File: config.mk
export PLATFORM = sky130hd
export DESIGN_NAME = mem_access_unit
export DESIGN_NICKNAME = d
export VERILOG_FILES = /design/src/rtl/cpu_pkg.sv /design/src/rtl/mem_lane_mux.sv /design/src/rtl/mem_access_unit.sv
export SDC_FILE = /design/constraint.sdc
export NUM_CORES = 1
export LEC_CHECK = 0
export BUFFER_PORTS_ARGS = -buffer_cell sky130_fd_sc_hd__buf_4
export CORE_ASPECT_RATIO = 0.7
export CORE_MARGIN = 2
export CORE_UTILIZATION = 56
export DETAILED_ROUTE_END_ITERATION = 12
export PLACE_DENSITY = 0.9
export SLEW_MARGIN = 20
export SYNTH_ARGS = -nofsm -noshare
export SYNTH_HDL_FRONTEND = slang
export SYNTH_SLANG_ARGS = --single-unit
File: constraint.sdc
create_clock -name clk -period 4.23 [get_ports clk]
set_clock_uncertainty 0.2 [all_clocks]
set_input_delay 0.423 -clock clk [delete_from_list [all_inputs] [get_ports clk]]
set_output_delay 0.423 -clock clk [all_outputs]
set_load 0.01 [all_outputs]
File: src/rtl/cpu_pkg.sv
// Shared CPU definitions: access size codes, load/store FSM encoding
// and the byte-offset mask.
package cpu_pkg;

    localparam logic [1:0] SZ_WORD  = 2'b00;
    localparam logic [1:0] SZ_HALF  = 2'b01;
    localparam logic [1:0] SZ_BYTE  = 2'b10;
    localparam logic [1:0] SZ_RSVD  = 2'b11;
    localparam logic [1:0] OFF_MASK = 2'b11;

    typedef enum logic [2:0] {
        ST_IDLE  = 3'd0,
        ST_READ  = 3'd1,
        ST_WAIT  = 3'd2,
        ST_WRITE = 3'd3,
        ST_DONE  = 3'd4
    } state_t;

    // Reserved size never aligns, so it reports as an error too.
    function automatic logic misaligned(input logic [1:0] size,
                                        input logic [1:0] off);
        logic bad;
        case (size)
            SZ_WORD: bad = (off & OFF_MASK) != 2'b00;
            SZ_HALF: bad = off[0];
            SZ_BYTE: bad = 1'b0;
            default: bad = 1'b1;
        endcase
        return bad;
    endfunction

endpackage

File: src/rtl/mem_lane_mux.sv
// Lane extraction and merge for big-endian sub-word accesses:
// byte offset 0 lives in bits [31:24].
module mem_lane_mux
    import cpu_pkg::*;
(
    input  logic [31:0] word,
    input  logic [1:0]  offset,
    input  logic [1:0]  size,
    input  logic        sign,
    input  logic [31:0] wdata,
    output logic [31:0] load_val,
    output logic [31:0] store_word
);

    logic [4:0]  byte_sh;
    logic [4:0]  half_sh;
    logic [31:0] byte_pos;
    logic [31:0] half_pos;
    logic [7:0]  lane_b;
    logic [15:0] lane_h;

    // Shift that brings the addressed lane down to bit 0.
    assign byte_sh  = {~offset, 3'b000};
    assign half_sh  = {~offset[1], 4'b0000};
    assign byte_pos = word >> byte_sh;
    assign half_pos = word >> half_sh;
    assign lane_b   = byte_pos[7:0];
    assign lane_h   = half_pos[15:0];

    always_comb begin
        load_val   = word;
        store_word = wdata;
        case (size)
            SZ_HALF: begin
                load_val   = {{16{sign & lane_h[15]}}, lane_h};
                store_word = (word & ~(32'h0000_ffff << half_sh))
                           | ({16'h0000, wdata[15:0]} << half_sh);
            end
            SZ_BYTE: begin
                load_val   = {{24{sign & lane_b[7]}}, lane_b};
                store_word = (word & ~(32'h0000_00ff << byte_sh))
                           | ({24'h000000, wdata[7:0]} << byte_sh);
            end
            default: begin
                load_val   = word;
                store_word = wdata;
            end
        endcase
    end

endmodule

File: src/rtl/mem_access_unit.sv
// Load/store responder between the control unit and Memoria:
// req/ack handshake, read-modify-write for sub-word stores.
module mem_access_unit
    import cpu_pkg::*;
#(
    parameter int ADDR_W = 32,
    parameter int DATA_W = 32
) (
    input  logic              clk,
    input  logic              reset,
    input  logic              req,
    input  logic              we,
    input  logic [1:0]        size,
    input  logic              sign,
    input  logic [ADDR_W-1:0] addr,
    input  logic [DATA_W-1:0] wdata,
    output logic              ack,
    output logic              err,
    output logic [DATA_W-1:0] rdata,
    output logic [ADDR_W-1:0] mem_addr,
    output logic              mem_wr,
    output logic [DATA_W-1:0] mem_wdata,
    input  logic [DATA_W-1:0] mem_rdata
);

    state_t state;
    state_t next;

    logic [ADDR_W-1:0] addr_q;
    logic [1:0]        size_q;
    logic              we_q;
    logic              sign_q;
    logic [DATA_W-1:0] wdata_q;
    logic              err_q;
    logic              bad;
    logic [DATA_W-1:0] load_val;
    logic [DATA_W-1:0] store_word;

    assign bad      = misaligned(size, addr[1:0]);
    assign mem_addr = {addr_q[ADDR_W-1:2], addr_q[1:0] & ~OFF_MASK};

    mem_lane_mux u_lane (
        .word       (mem_rdata),
        .offset     (addr_q[1:0]),
        .size       (size_q),
        .sign       (sign_q),
        .wdata      (wdata_q),
        .load_val   (load_val),
        .store_word (store_word)
    );

    always_ff @(posedge clk) begin
        if (reset) begin
            state <= ST_IDLE;
        end else begin
            state <= next;
        end
    end

    always_comb begin
        next = state;
        case (state)
            ST_IDLE: begin
                if (req) begin
                    if (bad) begin
                        next = ST_DONE;
                    end else if (we && size == SZ_WORD) begin
                        next = ST_WRITE;
                    end else begin
                        next = ST_READ;
                    end
                end
            end
            ST_READ:  next = ST_WAIT;
            ST_WAIT:  next = we_q ? ST_WRITE : ST_DONE;
            ST_WRITE: next = ST_DONE;
            ST_DONE:  next = ST_IDLE;
            default:  next = ST_IDLE;
        endcase
    end

    always_comb begin
        ack    = (state == ST_DONE);
        err    = (state == ST_DONE) && err_q;
        mem_wr = (state == ST_WRITE);
    end

    always_ff @(posedge clk) begin
        if (reset) begin
            addr_q    <= '0;
            size_q    <= SZ_WORD;
            we_q      <= 1'b0;
            sign_q    <= 1'b0;
            wdata_q   <= '0;
            err_q     <= 1'b0;
            rdata     <= '0;
            mem_wdata <= '0;
        end else begin
            case (state)
                ST_IDLE: begin
                    if (req) begin
                        addr_q  <= addr;
                        size_q  <= size;
                        we_q    <= we;
                        sign_q  <= sign;
                        wdata_q <= wdata;
                        err_q   <= bad;
                        if (we && size == SZ_WORD) begin
                            mem_wdata <= wdata;
                        end
                    end
                end
                ST_WAIT: begin
                    if (we_q) begin
                        mem_wdata <= store_word;
                    end else begin
                        rdata <= load_val;
                    end
                end
                default: begin
                end
            endcase
        end
    end

endmodule

=== Word-level counts from Yosys, hierarchy flattened ===
Cells that the tools add are included.

* Flip-flop bits (word level): 136

* Eq/ne operators: 11
* Bitwise operators: 11
* Reductions and logical operators: 9
* Muxes and demuxes: 12
* Shift operators: 6

{| class="wikitable"
|+ Operators with widths
! operator !! number
|-
| one-hot mux 32 bit (2 select lines) || 3
|-
| 2-to-1 mux 32 bit || 3
|-
| bitwise AND 32 bit || 2
|-
| inverter 32 bit || 2
|-
| bitwise OR 32 bit || 2
|-
| << shifter 16 x 5 -> 32 bit || 1
|-
| << shifter 16 x 5 -> 32 bit (first input constant) || 1
|-
| << shifter 8 x 5 -> 32 bit || 1
|-
| << shifter 8 x 5 -> 32 bit (first input constant) || 1
|-
| right shift 32 x 5 -> 16 bit || 1
|-
| right shift 32 x 5 -> 8 bit || 1
|-
| one-hot mux 3 bit (4 select lines) || 1
|-
| 2-to-1 mux 3 bit || 3
|-
| equality test 3 x 2 -> 1 bit (second input constant) || 2
|-
| inequality test 2 bit (second input constant) || 3
|-
| equality test 2 x 1 -> 1 bit (second input constant) || 2
|-
| equality test 2 bit (second input constant) || 2
|-
| AND reduction 2 bit || 2
|-
| AND reduction 4 bit || 1
|-
| nonzero test 2 bit || 2
|-
| equality test 3 x 1 -> 1 bit (second input constant) || 1
|-
| equality test 3 bit (second input constant) || 1
|-
| zero test 3 bit || 1
|-
| one-hot mux 1 bit (3 select lines) || 1
|-
| 6 further kinds || 9
|}

=== Logic depth before layout (Yosys ltp) ===
* Word-level depth: 8
* Mapped depth: 9

=== Cells and area by module ===
Synthesis repeated with hierarchy kept, for this count alone.

* Cell total of the unflattened synthesis: 917
* Area, all modules: 7492.2 um^2

{| class="wikitable"
|+ By module, submodules not included
! module !! cells an instance !! instances !! sequential area each (um^2) !! area each (um^2)
|-
| mem_access_unit || 652 || 1 || 2722.6 || 5704.2
|-
| mem_lane_mux || 265 || 1 || 0.0 || 1788.0
|}

=== Worst setup path after synthesis ===
OpenSTA, ideal clock, no wires.

* Path type: register to register
* Start point: register size_q[0]
* End point: register rdata[20]
* Stages on the path, launching flop included: 8
* Path buffers: 3
* Period minus slack after synthesis: 2.009 ns
* Arrival: 1.723 ns
* Setup slack: 2.221 ns
* Cells stage by stage: dfxtp_1 inv_1 ha_1 buf_2 clkbuf_1 clkbuf_1 nand2_1 a211oi_1

* Cells in the longest elaborated chain, start to end: 2
* Elaborated cells between the ends (all ways): 3

{| class="wikitable"
|+ Ends and longest elaborated chain
! item !! line !! source
|-
| from (decl) || mem_access_unit.sv:30 || <nowiki>logic [1:0] size_q;</nowiki>
|-
| from (signal assigned) || mem_access_unit.sv:103 || <nowiki>size_q <= size;</nowiki>
|-
| equality test 2 bit or equality test 2 x 1 -> 1 bit (tied branches) || mem_lane_mux.sv:33 || <nowiki>case (size)</nowiki>
|-
| one-hot mux 32 bit (2 select lines) (*) || mem_lane_mux.sv:33 ||
|-
| to (signal assigned) || mem_access_unit.sv:117 || <nowiki>rdata <= load_val;</nowiki>
|-
| to (decl) || mem_access_unit.sv:19 || <nowiki>output logic [DATA_W-1:0] rdata,</nowiki>
|}

Every way passes the cells marked *; elsewhere a longest branch is shown, timed or not.
A chain may end at the register's enable or synchronous reset.

=== Worst setup path after layout ===
* Start point: register addr_q[1]
* End point: register rdata[14]

* Cells in the longest elaborated chain, start to end: 4
* Elaborated cells between the ends (all ways): 6

{| class="wikitable"
|+ Ends and longest elaborated chain
! item !! line !! source
|-
| from (decl) || mem_access_unit.sv:29 || <nowiki>logic [ADDR_W-1:0] addr_q;</nowiki>
|-
| from (signal assigned) || mem_access_unit.sv:102 || <nowiki>addr_q <= addr;</nowiki>
|-
| inverter 2 bit || mem_lane_mux.sv:23 || <nowiki>assign byte_sh = {~offset, 3'b000};</nowiki>
|-
| right shift 32 x 5 -> 8 bit || mem_lane_mux.sv:25 || <nowiki>assign byte_pos = word >> byte_sh;</nowiki>
|-
| bitwise AND 1 bit || mem_lane_mux.sv:40 || <nowiki>load_val = {{24{sign & lane_b[7]}}, lane_b};</nowiki>
|-
| one-hot mux 32 bit (2 select lines) (*) || mem_lane_mux.sv:33 ||
|}

Marked as above.

==> impl_metrics.env <==
export IMPL_crit_arrival_ns=2.88
export IMPL_dp_hpwl_um=15300
export IMPL_fmax_mhz=353
export IMPL_postCtsHoldBufs=0
export IMPL_period_needed_ns=2.83
export IMPL_period_share_pct=66.9
export IMPL_hold_viol_final=0
export IMPL_fin_nets=1122
export IMPL_holdCritPathClass="in2reg"
export IMPL_fin_cells=1186
export IMPL_fin_setup_tns_ns=0
export IMPL_cts_repair_resized=0
export IMPL_via_per_inst=6.05
export IMPL_core_area_um2=11900
export IMPL_synth_cell_types=48
export IMPL_root_buffer="clkbuf_16"
export IMPL_relSlewSlack_pct=31.4
export IMPL_io_pins=202
export IMPL_stdcell_area_um2=8800
export IMPL_die_h_um=97.2
export IMPL_post_route_util_pct=74.0
export IMPL_critPathMaxFanout=27
export IMPL_grt_start_max_net_pins=94
export IMPL_syn_inst=893
export IMPL_ctsHtreeMaxLevel=4
export IMPL_finalMaxSlewViolations=0
export IMPL_wl_per_cell_um=18.8
export IMPL_ys_warn_count=0
export IMPL_dpl_cell_count=1155
export IMPL_dpl_instance_area_um2=8190
export IMPL_synth_edff_count=0
export IMPL_cp_slowest_cell="dfxtp_1"
export IMPL_worstReg2RegStart="addr_q[1]"
export IMPL_cp_required_ns=4.28
export IMPL_p_sw_share_pct=28.0
export IMPL_crit_start="addr_q[1]"
export IMPL_timing_rr_end="rdata[14]"
export IMPL_rows=33
export IMPL_antennaDiodeCount=0
export IMPL_ant_nets=0
export IMPL_start_util_pct=58.4
export IMPL_syn_area_um2=6950
export IMPL_port_buffers=199
export IMPL_clock_sinks=136
export IMPL_die_area_um2=13300
export IMPL_slowest_delay_ns=1.00
export IMPL_clock_latency_ns=0.43
export IMPL_dieWidth_um=137
export IMPL_p_int_mw=2.56
export IMPL_cts_setup_buffers=0
export IMPL_seqCellArea_um2=2720
export IMPL_crit_path_end="rdata[14]"
export IMPL_leakagePower_nw=3.69
export IMPL_yosysSeqAreaShare_pct=39.2
export IMPL_rsz0062_at_grt="false"
export IMPL_p_sw_mw=0.999
export IMPL_antenna_found_initial=1
export IMPL_gp_congestion=0.985
export IMPL_power_frac_comb_pct=17.4
export IMPL_seqPwrFrac_pct=39.8
export IMPL_num_vias=7173
export IMPL_reg2reg_slack_ns=1.40
export IMPL_wl_um=22300
export IMPL_area_growth_pct=26.6
export IMPL_reg2regPathDepth=4
export IMPL_p_clk_share_pct=42.7
export IMPL_end_kind="flop"
export IMPL_status="finished clean"
export IMPL_grt_pass1_vias=6568
export IMPL_setup_viol=0
export IMPL_final_common_cell="buf_4"
export IMPL_whs_ns=0.0416
export IMPL_cts_buffers=17
export IMPL_globalRouteTotalUtil_pct=33.0
export IMPL_clk_path_buf_depth=2
export IMPL_cp_depth=4
export IMPL_vdd_drop_max_mv=0.323
export IMPL_power_per_cell_area_nw_per_um2=405
export IMPL_drc=0
export IMPL_worst_pin_slew_ns=1.03
export IMPL_clk_pin_slew_ns=0.06
export IMPL_multiInputGateArea_um2=3580
export IMPL_drt_iter0_drc=964
export IMPL_critPathBufInv=1
export IMPL_first_pass_iters=5
export IMPL_cts_tree="built"
export IMPL_fillCellCount=909
export IMPL_layout_cells_most_common_list="buf_4, nand2_1, dfxtp_1"
export IMPL_synth_area_per_cell_um2=7.78
export IMPL_cap_viol_max_count=0
export IMPL_async_flop_share_pct=0
export IMPL_crit_type="reg2reg"
export IMPL_gr_total_overflow=0
export IMPL_drive_gt1_share_pct=27.6
export IMPL_critPathTopFamily="flip-flops"
export IMPL_synth_seq_cells=136
export IMPL_ys_flop_type="dfxtp_1"
export IMPL_grt_pass1_wl_um=34600
export IMPL_worstPathCellList="buf_4, mux4_2, a311oi_4, a2111oi_0"
export IMPL_cp_start_kind="flop"
-- through the flow --
step                total power, mW  worst slack, ns
floorplan                      1.81             2.22
global placement               2.03             1.56
detailed placement             2.04             1.49
CTS                            3.55             1.46
global route                   3.68             1.24
finish                         3.56             1.40
-- state kept, by name, summed over array words and instances (netlist names) --
| register | flops |
|---|---|
| err_q | 1 |
| we_q | 1 |
| state | 3 |
| addr_q | 32 |
| wdata_q | 32 |
| mem_wdata | 32 |
| rdata | 32 |
| size_q | 2 |
| sign_q | 1 |
-- cells in the mapped netlist, types with 2 or more instances --
master / number / area [um^2]
nand2_1: 168 / 631
dfxtp_1: 136 / 2720
a21oi_1: 126 / 631
nor2_1: 79 / 297
clkbuf_1: 51 / 191
nor3_1: 36 / 180
buf_4: 34 / 255
mux2_2: 28 / 315
a211oi_1: 27 / 203
inv_1: 26 / 97.6
a221oi_1: 25 / 219
mux2i_1: 25 / 250
o21ai_0: 25 / 125
buf_2: 21 / 105
a2111oi_0: 8 / 70.1
a22oi_1: 8 / 60.1
nor3b_1: 8 / 60.1
a32oi_1: 7 / 61.3
nand3b_1: 6 / 45.0
nand2b_1: 5 / 31.3
a21o_1: 4 / 30.0
nor2b_1: 4 / 25.0
nor4b_1: 4 / 35.0
o41ai_2: 3 / 48.8
and2_1: 2 / 12.5
and3_1: 2 / 12.5
buf_1: 2 / 7.51
ha_1: 2 / 25.0
or3_1: 2 / 12.5
-- metal layers --
layer  vias to the layer above  GRT usage, %  share of wire [%]
met2                       490          47.6                 43
met3                        81          10.1                 13
met1                      3281          46.0                 41
li1                       3319             -                  -
met5                         -             0              0.058
met4                         2          12.3                3.0
-- final cells by class --
type	count	area share, %
Tap cell	157	2.23
Clock buffer	19	5.15
Sequential cell	136	31.0
Inverter	26	1.11
Multi-Input combinational cell	624	40.7
Clock inverter	12	1.72
Timing Repair Buffer	212	18.1
-- power groups by stage --
stage                     Clock, mW  Sequential [mW]  Combinational, mW
final                          1.52             1.42              0.622
after global routing           1.58             1.42              0.672
after CTS                      1.53             1.42              0.607
after detailed placement          0             1.44              0.602
after global placement            0             1.44              0.593
after floorplan                   0             1.42              0.388
-- worst min path at each step --
stage                            from  depth (start not counted)  slack, ns     endpoint
after global placement    wdata_q[29]                          2       0.24  wdata_q[29]
after floorplan           wdata_q[16]                          2       0.24  wdata_q[16]
final                        addr[28]                          3       0.04   addr_q[28]
after CTS                     addr[2]                          3       0.04    addr_q[2]
after detailed placement  wdata_q[20]                          2       0.25  wdata_q[20]
after global routing             sign                          3       0.04       sign_q
-- tightest hold or removal path, delay by kind of cell --
| family | cells | cell delay (ns) |
|---|---|---|
| AOI/OAI and AO/OA | 1 | 0.05 |
| and+or+nand+nor | 1 | 0.04 |
| buffers and inverters | 1 | 0.11 |
-- cells by family after synthesis --
group | share of synthesized area (%)
flops | 39.2
simple gates | 20.3
fa+ha+maj | 0.360
other cells | 0.0540
buf+inv | 9.45
mux | 8.46
compound gates | 22.1
Power figures use the tool's default switching activity.
